===== config.mk =====
export PLATFORM = sky130hd
export DESIGN_NAME = mem_bus_arbiter
export DESIGN_NICKNAME = d
export VERILOG_FILES = /design/src/rtl/mem_bus_arbiter_pkg.sv /design/src/rtl/mem_bus_arbiter_addr_decode.sv /design/src/rtl/mem_bus_arbiter.sv
export SDC_FILE = /design/constraint.sdc
export NUM_CORES = 1
export LEC_CHECK = 0
export ABC_AREA = 1
export BUFFER_PORTS_ARGS = -buffer_cell sky130_fd_sc_hd__buf_4
export CORE_AREA = 2 2 130 132
export DETAILED_ROUTE_END_ITERATION = 12
export DIE_AREA = 0 0 132 134
export PLACE_DENSITY = 0.47
export SLEW_MARGIN = 0
export SYNTH_ARGS = -nofsm -noshare
export SYNTH_HDL_FRONTEND = slang
export SYNTH_SLANG_ARGS = --single-unit

===== constraint.sdc =====
create_clock -name clk_i -period 1.3 [get_ports clk_i]
set_input_delay 0.26 -clock clk_i [delete_from_list [all_inputs] [get_ports clk_i]]
set_output_delay 0.26 -clock clk_i [all_outputs]
set_load 0.005 [all_outputs]

===== src/rtl/mem_bus_arbiter_pkg.sv =====
// Shared types and constants for the data-memory/peripheral port arbiter.
package mem_bus_arbiter_pkg;

    localparam int unsigned ADDR_W           = 32;
    localparam int unsigned DATA_W           = 32;
    localparam int unsigned STARVE_W         = 3;
    localparam int unsigned LOCK_W           = 5;
    localparam int unsigned STAT_W           = 32;
    localparam int unsigned STARVE_LIMIT_DEF = 4;
    localparam int unsigned LOCK_MAX_DEF     = 16;
    localparam int unsigned PERIPH_BIT_DEF   = 30;

    typedef enum logic [1:0] {
        ST_IDLE     = 2'd0,
        ST_CPU_OWN  = 2'd1,
        ST_DMA_OWN  = 2'd2,
        ST_DMA_LOCK = 2'd3
    } arb_state_e;

    typedef struct packed {
        logic              rd;
        logic              wr;
        logic [ADDR_W-1:0] addr;
        logic [DATA_W-1:0] wdata;
    } bus_req_t;

    function automatic logic [STARVE_W-1:0] starve_inc(input logic [STARVE_W-1:0] v);
        return (v == '1) ? v : v + STARVE_W'(1);
    endfunction

endpackage


===== src/rtl/mem_bus_arbiter_addr_decode.sv =====
// RAM vs peripheral select and read-data mux for the shared port.
module mem_bus_arbiter_addr_decode
    import mem_bus_arbiter_pkg::*;
(
    input  logic              access_i,
    input  logic              periph_bit_i,
    input  logic [DATA_W-1:0] ram_rdata_i,
    input  logic [DATA_W-1:0] per_rdata_i,
    output logic              ram_sel_o,
    output logic              per_sel_o,
    output logic [DATA_W-1:0] rdata_o
);

    assign ram_sel_o = access_i & ~periph_bit_i;
    assign per_sel_o = access_i &  periph_bit_i;
    assign rdata_o   = per_sel_o ? per_rdata_i :
                       ram_sel_o ? ram_rdata_i : '0;

endmodule


===== src/rtl/mem_bus_arbiter.sv =====
// CPU MEM-stage / DMA arbiter for the single data port; 0-cycle grant, starvation and lock limits.
// Optional MEM_ARB_STATS_EN adds stall-cycle and DMA-grant counters.
module mem_bus_arbiter
    import mem_bus_arbiter_pkg::*;
#(
    parameter int unsigned STARVE_LIMIT = STARVE_LIMIT_DEF,
    parameter int unsigned LOCK_MAX     = LOCK_MAX_DEF,
    parameter int unsigned PERIPH_BIT   = PERIPH_BIT_DEF
) (
    input  logic              clk_i,
    input  logic              reset_i,
    input  logic              cpu_rd_i,
    input  logic              cpu_wr_i,
    input  logic [ADDR_W-1:0] cpu_addr_i,
    input  logic [DATA_W-1:0] cpu_wdata_i,
    output logic [DATA_W-1:0] cpu_rdata_o,
    output logic              cpu_stall_o,
    input  logic              dma_req_i,
    input  logic              dma_we_i,
    input  logic              dma_lock_i,
    input  logic [ADDR_W-1:0] dma_addr_i,
    input  logic [DATA_W-1:0] dma_wdata_i,
    output logic              dma_gnt_o,
    output logic [DATA_W-1:0] dma_rdata_o,
    output logic              mem_rd_o,
    output logic              mem_wr_o,
    output logic [ADDR_W-1:0] mem_addr_o,
    output logic [DATA_W-1:0] mem_wdata_o,
    output logic              ram_sel_o,
    output logic              per_sel_o,
    input  logic [DATA_W-1:0] ram_rdata_i,
    input  logic [DATA_W-1:0] per_rdata_i
`ifdef MEM_ARB_STATS_EN
    ,
    output logic [STAT_W-1:0] stat_stall_cnt_o,
    output logic [STAT_W-1:0] stat_dma_cnt_o
`endif
);

    arb_state_e          state_q, state_d;
    logic [STARVE_W-1:0] starve_cnt_q, starve_cnt_d;
    logic [LOCK_W-1:0]   lock_cnt_q, lock_cnt_d;
    logic                cpu_req, gnt_cpu, gnt_dma, forced_slot;
    bus_req_t            cpu_bus, dma_bus, bus;
    logic [DATA_W-1:0]   rdata;

    assign cpu_req = cpu_rd_i | cpu_wr_i;
    assign cpu_bus = '{rd: cpu_rd_i & ~cpu_wr_i, wr: cpu_wr_i, addr: cpu_addr_i, wdata: cpu_wdata_i};
    assign dma_bus = '{rd: ~dma_we_i, wr: dma_we_i, addr: dma_addr_i, wdata: dma_wdata_i};

    always_ff @(posedge clk_i) begin
        if (reset_i) begin
            state_q      <= ST_IDLE;
            starve_cnt_q <= '0;
            lock_cnt_q   <= '0;
        end else begin
            state_q      <= state_d;
            starve_cnt_q <= starve_cnt_d;
            lock_cnt_q   <= lock_cnt_d;
        end
    end

    always_comb begin
        gnt_cpu      = 1'b0;
        gnt_dma      = 1'b0;
        forced_slot  = 1'b0;
        state_d      = ST_IDLE;
        starve_cnt_d = '0;
        lock_cnt_d   = '0;
        if (!reset_i) begin
            if (state_q == ST_DMA_LOCK && dma_req_i && lock_cnt_q < LOCK_W'(LOCK_MAX)) begin
                gnt_dma = 1'b1;
            end else if (cpu_req && (starve_cnt_q < STARVE_W'(STARVE_LIMIT) || !dma_req_i)) begin
                gnt_cpu     = 1'b1;
                forced_slot = (state_q == ST_DMA_LOCK) && dma_req_i;
            end else if (dma_req_i) begin
                gnt_dma = 1'b1;
            end
        end

        if (gnt_dma) begin
            state_d = dma_lock_i ? ST_DMA_LOCK : ST_DMA_OWN;
        end else if (gnt_cpu) begin
            state_d = ST_CPU_OWN;
        end

        // A forced slot after a capped burst gives the CPU exactly one grant, then DMA resumes.
        if (forced_slot) begin
            starve_cnt_d = STARVE_W'(STARVE_LIMIT);
        end else if (gnt_cpu && dma_req_i) begin
            starve_cnt_d = starve_inc(starve_cnt_q);
        end

        // The entry grant counts as the first word of the burst.
        if (gnt_dma && dma_lock_i) begin
            lock_cnt_d = (state_q == ST_DMA_LOCK && lock_cnt_q < LOCK_W'(LOCK_MAX)) ?
                         lock_cnt_q + LOCK_W'(1) : LOCK_W'(1);
        end
    end

    assign bus = gnt_dma ? dma_bus : (gnt_cpu ? cpu_bus : '0);

    assign mem_rd_o    = bus.rd;
    assign mem_wr_o    = bus.wr;
    assign mem_addr_o  = bus.addr;
    assign mem_wdata_o = bus.wdata;
    assign dma_gnt_o   = gnt_dma;
    assign cpu_stall_o = cpu_req & ~gnt_cpu & ~reset_i;
    assign cpu_rdata_o = gnt_cpu ? rdata : '0;
    assign dma_rdata_o = gnt_dma ? rdata : '0;

    mem_bus_arbiter_addr_decode u_decode (
        .access_i     (gnt_cpu | gnt_dma),
        .periph_bit_i (bus.addr[PERIPH_BIT]),
        .ram_rdata_i  (ram_rdata_i),
        .per_rdata_i  (per_rdata_i),
        .ram_sel_o    (ram_sel_o),
        .per_sel_o    (per_sel_o),
        .rdata_o      (rdata)
    );

`ifdef MEM_ARB_STATS_EN
    logic [STAT_W-1:0] stat_stall_cnt_q, stat_dma_cnt_q;

    always_ff @(posedge clk_i) begin
        if (reset_i) begin
            stat_stall_cnt_q <= '0;
            stat_dma_cnt_q   <= '0;
        end else begin
            stat_stall_cnt_q <= stat_stall_cnt_q + STAT_W'(cpu_stall_o);
            stat_dma_cnt_q   <= stat_dma_cnt_q + STAT_W'(gnt_dma);
        end
    end

    assign stat_stall_cnt_o = stat_stall_cnt_q;
    assign stat_dma_cnt_o   = stat_dma_cnt_q;
`endif

endmodule

Word-level counts from Yosys, hierarchy flattened
Index checks and enable logic that the tools add are counted.
{"block": "classes", "addsub": 2, "n_mul": 0, "div_mod_pow": 0, "magnitude_cmp": 2, "n_eq_ne": 3, "n_shift": 0, "n_mux": 23, "bitwise_logic": 15, "reduce_logical": 11}
{"operator": "two-way mux 66 bit", "count": 2}
{"operator": "two-way mux 32 bit", "count": 4}
{"operator": "two-way mux 1 bit", "count": 13}
{"operator": "two-way mux 3 bit", "count": 3}
{"operator": "inverter 1 bit", "count": 8}
{"operator": "logical AND 1 bit", "count": 6}
{"operator": "OR reduction 3 bit", "count": 2}
{"operator": "adder 5 x 1 -> 5 bit (second input constant)", "count": 1}
{"operator": "AND 1 bit", "count": 5}
{"operator": "< comparator 5 bit (second input constant)", "count": 1}
{"operator": "adder 3 x 1 -> 3 bit (second input constant)", "count": 1}
{"operator": "equality test 3 bit (second input constant)", "count": 1}
{"operator": "< comparator 3 bit (second input constant)", "count": 1}
{"operator": "!= test 3 bit (second input constant)", "count": 1}
{"operator": "equality test 2 bit (second input constant)", "count": 1}
{"operator": "two-way mux 2 bit", "count": 1}
{"operator": "OR 1 bit", "count": 2}
{"operator": "OR reduction 2 bit", "count": 1}
{"operator": "zero test 1 bit", "count": 1}
{"operator": "logical OR 1 bit", "count": 1}
{"block": "word_totals", "reg_bits": 10, "latchBits": 0, "ramBits": 0, "mem_bits_ro": 0, "output_inout_bits": 134, "mem_count": 0}

Logic depth before layout (Yosys ltp)
{"block": "depth", "depth_word": 13, "mapped_depth": 9, "mapped_depth_nobuf": 8}

Cells and area by module
Synthesis repeated with hierarchy kept, for this count alone.
{"block": "unflattened", "cells_unflattened": 494, "hier_area_um2": 2337.2}
{"mod": "mem_bus_arbiter", "n_inst": 1, "cells_each": 379, "area_each_um2": 1767.9}
{"mod": "mem_bus_arbiter_addr_decode", "n_inst": 1, "cells_each": 115, "area_each_um2": 569.3}

Least setup slack after synthesis
OpenSTA, ideal clock, no wires.
{"block": "synth_path", "path_kind": "register -> output", "start": "register state_q[0]", "end": "output mem_addr_o[0]", "t_arrival_ns": 1.175, "required_ns": 1.040, "slack_ns": -0.135, "stages_incl_launch_ff": 9, "n_path_buf": 2, "path_cell_list": "dfxtp_1 nand3_1 inv_1 nand2_1 nand2_1 inv_2 buf_4 buf_2 a22o_1"}
{"block": "synth_via", "elab_chain_len": 7, "word_cells_on_any_way": 9}
{"element": "from (decl)", "line": "mem_bus_arbiter.sv:40", "rtl": "arb_state_e state_q, state_d;"}
{"element": "from (signal assigned)", "line": "mem_bus_arbiter.sv:57", "rtl": "state_q <= state_d;"}
{"element": "equality test 2 bit (*)", "line": "mem_bus_arbiter.sv:71", "rtl": "if (state_q == ST_DMA_LOCK && dma_req_i && lock_cnt_q < LOCK_W'(LOCK_MAX)) begin"}
{"element": "logical AND 1 bit (*) (2 in a row)", "line": "mem_bus_arbiter.sv:71"}
{"element": "two-way mux 1 bit", "line": "mem_bus_arbiter.sv:71"}
{"element": "two-way mux 1 bit", "line": "mem_bus_arbiter.sv:70", "rtl": "if (!reset_i) begin"}
{"element": "two-way mux 66 bit", "line": "mem_bus_arbiter.sv:101", "rtl": "assign bus = gnt_dma ? dma_bus : (gnt_cpu ? cpu_bus : '0);"}
{"element": "two-way mux 66 bit (*)", "line": "mem_bus_arbiter.sv:101"}
{"element": "to (decl)", "line": "mem_bus_arbiter.sv:27", "rtl": "output logic [ADDR_W-1:0] mem_addr_o,"}
Every way passes the cells marked *; elsewhere a longest branch is shown, timed or not.

Worst setup path in the final report
{"block": "layout_path", "start": "register state_q[0]", "end": "output mem_wdata_o[2]"}
{"block": "layout_via", "elab_chain_len": 7, "word_cells_on_any_way": 9}
{"element": "equality test 2 bit (*)", "line": "mem_bus_arbiter.sv:71"}
{"element": "logical AND 1 bit (*) (2 in a row)", "line": "mem_bus_arbiter.sv:71"}
{"element": "two-way mux 1 bit", "line": "mem_bus_arbiter.sv:71"}
{"element": "two-way mux 1 bit", "line": "mem_bus_arbiter.sv:70"}
{"element": "two-way mux 66 bit", "line": "mem_bus_arbiter.sv:101"}
{"element": "two-way mux 66 bit (*)", "line": "mem_bus_arbiter.sv:101"}
{"element": "to (decl)", "line": "mem_bus_arbiter.sv:28", "rtl": "output logic [DATA_W-1:0] mem_wdata_o,"}
Marked as above.

==> key figures <==
Cells and area
  • Area used by multi-input combinational logic: 2008 µm²
  • Antenna diode instance count: 0
  • Register area: between 200 and 250 µm²
  • Share of cells above drive strength 1: 79.30%
  • Post-synthesis to final-layout area growth: 217.5%
  • Top library cells by usage in the layout, fill and taps aside: sky130_fd_sc_hd__buf_4, sky130_fd_sc_hd__a21oi_2, sky130_fd_sc_hd__a22o_1, sky130_fd_sc_hd__nand4_1, sky130_fd_sc_hd__buf_6
  • Most common cell after layout, fill and taps aside: sky130_fd_sc_hd__buf_4
  • Layout filler cell count: about 1,700
  • Final net count: 860

Worst setup path
  • Worst r2r src: state_q[0]
  • Worst endpoint data arrival time: 1.73 ns
  • Worst-case reg-to-reg path depth: 8
  • Buffers and inverters on the worst path: 3
  • Worst-path maximum fanout: 13
  • Critical Path Max Stage Delay: around 0.33 ns
  • Endpoint of the lowest-slack register-to-register path: lock_cnt_q[4]
  • Worst path cell trace: nand3_4 -> nand3_2 -> nand2_1 -> inv_4 -> bufbuf_16 -> a22o_1 -> buf_4
  • Critical path launch point type: flip-flop
  • Critical path start-end classification: flip-flop to output port
  • Slowest cell on crit path: sky130_fd_sc_hd__dfxtp_2
  • Worst Path Required: 1.04 ns
  • Critical Path End Type: output port
  • Dominant delay contributor by cell family on the critical path: buffers and inverters
  • Register-to-register setup slack: -0.29 ns

STA
  • Max frequency: 503.1 MHz
  • Relative max-transition margin: 82.53%
  • Slew of the pin with the lowest slew margin: 0.2620 ns
  • Setup repair after global routing missed its margin: true
  • Pins Over Slew Limit: 0
  • Final Hold Violating Endpoints: 0
  • Portion of the clock cycle consumed by the worst path in the final layout: 152.9%
  • Number of endpoints failing setup at the final stage: between 100 and 150
  • Final critical path time including I/O delays and setup: 1.988 ns
  • Fin Clk Skew: around 0.0027 ns
  • Worst hold margin: 0.3043 ns
  • Setup ws final: -0.6875 ns

Pwr
  • IR drop worst, VDD: between 300 and 400 µV
  • Total leakage power: 3.092 nW
  • Total power: 2.913 mW
  • PwrDens: 467.9 nW/µm²

Global routing
  • Total congestion overflow after global routing: 0
  • Vias in the first global route: 4,090
  • Number of antenna violations at the first check in global routing: 0
  • Global-route wire length before repair: 25.35 mm
  • Maximum number of pins on one net before global-route repair: 24
  • Overall global routing resource usage: about a fifth

Synth
  • Synth Net Count: 495
  • Basic-gate share of the synthesized area counting and, or, nand and nor cells: 26.29%
  • Syn Area/Cell: 6.692 µm²
  • Xor-xnor portion of the synthesized cell area: 1.340%
  • EDFF count, synth: 0
  • Number of standard cells after synthesis: around 300
  • Post-synth design cell area: 1961 µm²
  • Post-synthesis compound-gate area fraction: 47.16%
  • Count of yosys warnings during synthesis: 0
  • Post-synthesis adder-cell area fraction: between 1.5 and 2%
  • Leading register cell type out of synthesis: sky130_fd_sc_hd__dfxtp_1
  • Number of distinct standard cells referenced by the synthesized netlist: 26
  • Multiplexer area fraction after synthesis: 0%
  • Share of flip-flops with an asynchronous set or reset: 0%
  • Number of flip-flops and latches in the synthesized netlist: 10
  • Main combinational cell family by area after synthesis: compound AO/OA/AOI/OAI gates
  • Sequential area share after synthesis: 10.21%

Drt
  • Total wire length after detailed routing: between 15 and 20 mm
  • Iteration count of the initial detailed-routing pass: 4
  • Number of DRC markers in iteration 0: 147
  • Ratio of routed vias to standard cells: approximately 4.6
  • Wire length per cell after detailed routing: around 21 µm
  • Post-detailed-route count of antenna-violating nets: 0
  • Vias: 4,044
  • DRC errors left: 0

CTS
  • Clk slew on worst S/H paths: 0.04 ns
  • Sink count of the clock tree: 10
  • Insertion delay to the later sink of the worst-skew pair: between 0.2 and 0.25 ns
  • H-Tree Level Count: 1
  • TritonCTS clock tree: yes
  • Buffer depth of the longest clock path: 2
  • TritonCTS Buffers: 3
  • Hold_buf cts: 0
  • Root buffer cell: sky130_fd_sc_hd__clkbuf_16

Floorplanning
  • Total Die Area: 17,690 µm²
  • Effective utilization at floorplan: 12.04%
  • Horiz. Die Dim: approximately 130 µm
  • Standard-cell row count: 47
  • Die extent in y: 134 µm
  • Core box area: 16,290 µm²
  • Count of boundary I/O pins: ~330

Min path
  • Hold endpoint: lock_cnt_q[0]
  • Number of cells on the worst hold path: 3
  • Class of the tightest hold or removal check: primary input to flip-flop
  • Hold Crit Start: dma_lock_i

Status
  • Outcome: finished, violations left
  • Failing checks: setup timing

Placement
  • DP Wirelength: 14.13 mm
  • Count of input and output buffers: 332
  • Gp weighted congestion: 0.8681

Flow run
  • Count of maximum capacitance violations: 0
[worst min-delay path, stage by stage]
cell                       delay (ns)
sky130_fd_sc_hd__buf_4           0.11
sky130_fd_sc_hd__inv_1           0.07
sky130_fd_sc_hd__a211oi_1        0.05
[state kept, by name (all words and copies together) (netlist names)]
register and flops:
lock_cnt_q 5, starve_cnt_q 3, state_q 2
[power breakdown]
part / switching (mW) / total (mW) / internal (mW)
Sequential: 0.00624 / 0.322 / 0.316
Combinational: 0.832 / 1.98 / 1.15
Clock: 0.144 / 0.606 / 0.462
[logic make-up (layout without fill, tap and decap cells)]
kind of cell               after synthesis  after routing
DFF                                     10             10
buffers and inverters                   48            411
and+or+nand+nor                         94             95
AOI/OAI and AO/OA                      135            135
adders and majority gates                3              3
xor gates and xnor gates                 3              3
[how the worst max path moves through the flow]
stage                          startpoint               to  slack (ns)  cells past startpoint
after global placement          dma_req_i  dma_rdata_o[21]       -0.57                     10
after CTS                 starve_cnt_q[2]  dma_rdata_o[22]       -0.67                      7
after global routing           state_q[0]  mem_wdata_o[25]       -0.75                      7
final                          state_q[0]   mem_wdata_o[2]       -0.69                      7
after detailed placement         cpu_wr_i  dma_rdata_o[21]       -0.55                     11
after floorplan           starve_cnt_q[2]  cpu_rdata_o[23]       -0.11                      8
[metrics by stage]
step | cell area, µm² | setup TNS [ns] | cells | util, % | worst slack [ns]
after floorplan | 2082 | -9.677 | 293 | - | -0.1140
after global placement | 4918 | -58.73 | 836 | 30.19 | -0.5715
after detailed placement | 4918 | -58.62 | 836 | 30.19 | -0.5495
after CTS | 5981 | -82.50 | 872 | 36.72 | -0.6665
after global routing | 6225 | -92.37 | 877 | 38.21 | -0.7480
final | 6225 | -83.43 | 877 | 38.21 | -0.6875
[Yosys cell counts, drive strengths merged (2+ instances only)]
cell / n / area [µm²]
nand2: 46 / 230.2
clkbuf: 3 / 15.02
nor2: 8 / 35.03
inv: 13 / 48.79
o21ai: 2 / 10.01
nand3: 8 / 50.05
a211oi: 2 / 15.01
xor2: 2 / 17.52
a22o: 63 / 551.8
nand4: 32 / 200.2
a21oi: 67 / 339.1
dfxtp: 10 / 200.2
ha: 3 / 37.54
buf: 32 / 192.7
[metal layers]
metal	share of wire [%]	GRT usage (%)	wire length [µm]
met5	0	0	0
met4	2.1	3.200	393
met3	12	8.352	2162
met2	51	35.39	9470
met1	35	19.63	6578
[cell type report]
type | count | share of cell area, %
Inverter | 13 | 1.166
Sequential cell | 10 | 3.276
Tap cell | 220 | 4.422
Clock buffer | 4 | 1.427
Multi-Input combinational cell | 236 | 32.26
Timing Repair Buffer | 394 | 57.45
[timing repair]
| action | CTS | global route |
|---|---|---|
| cloned | 11 | 2 |
| pin swaps | 47 | 62 |
| gates resized for setup | 120 | 42 |
| buffers inserted | 21 | 4 |
| setup endpoints to repair | 140 | 143 |
Power figures use the tool's default switching activity.
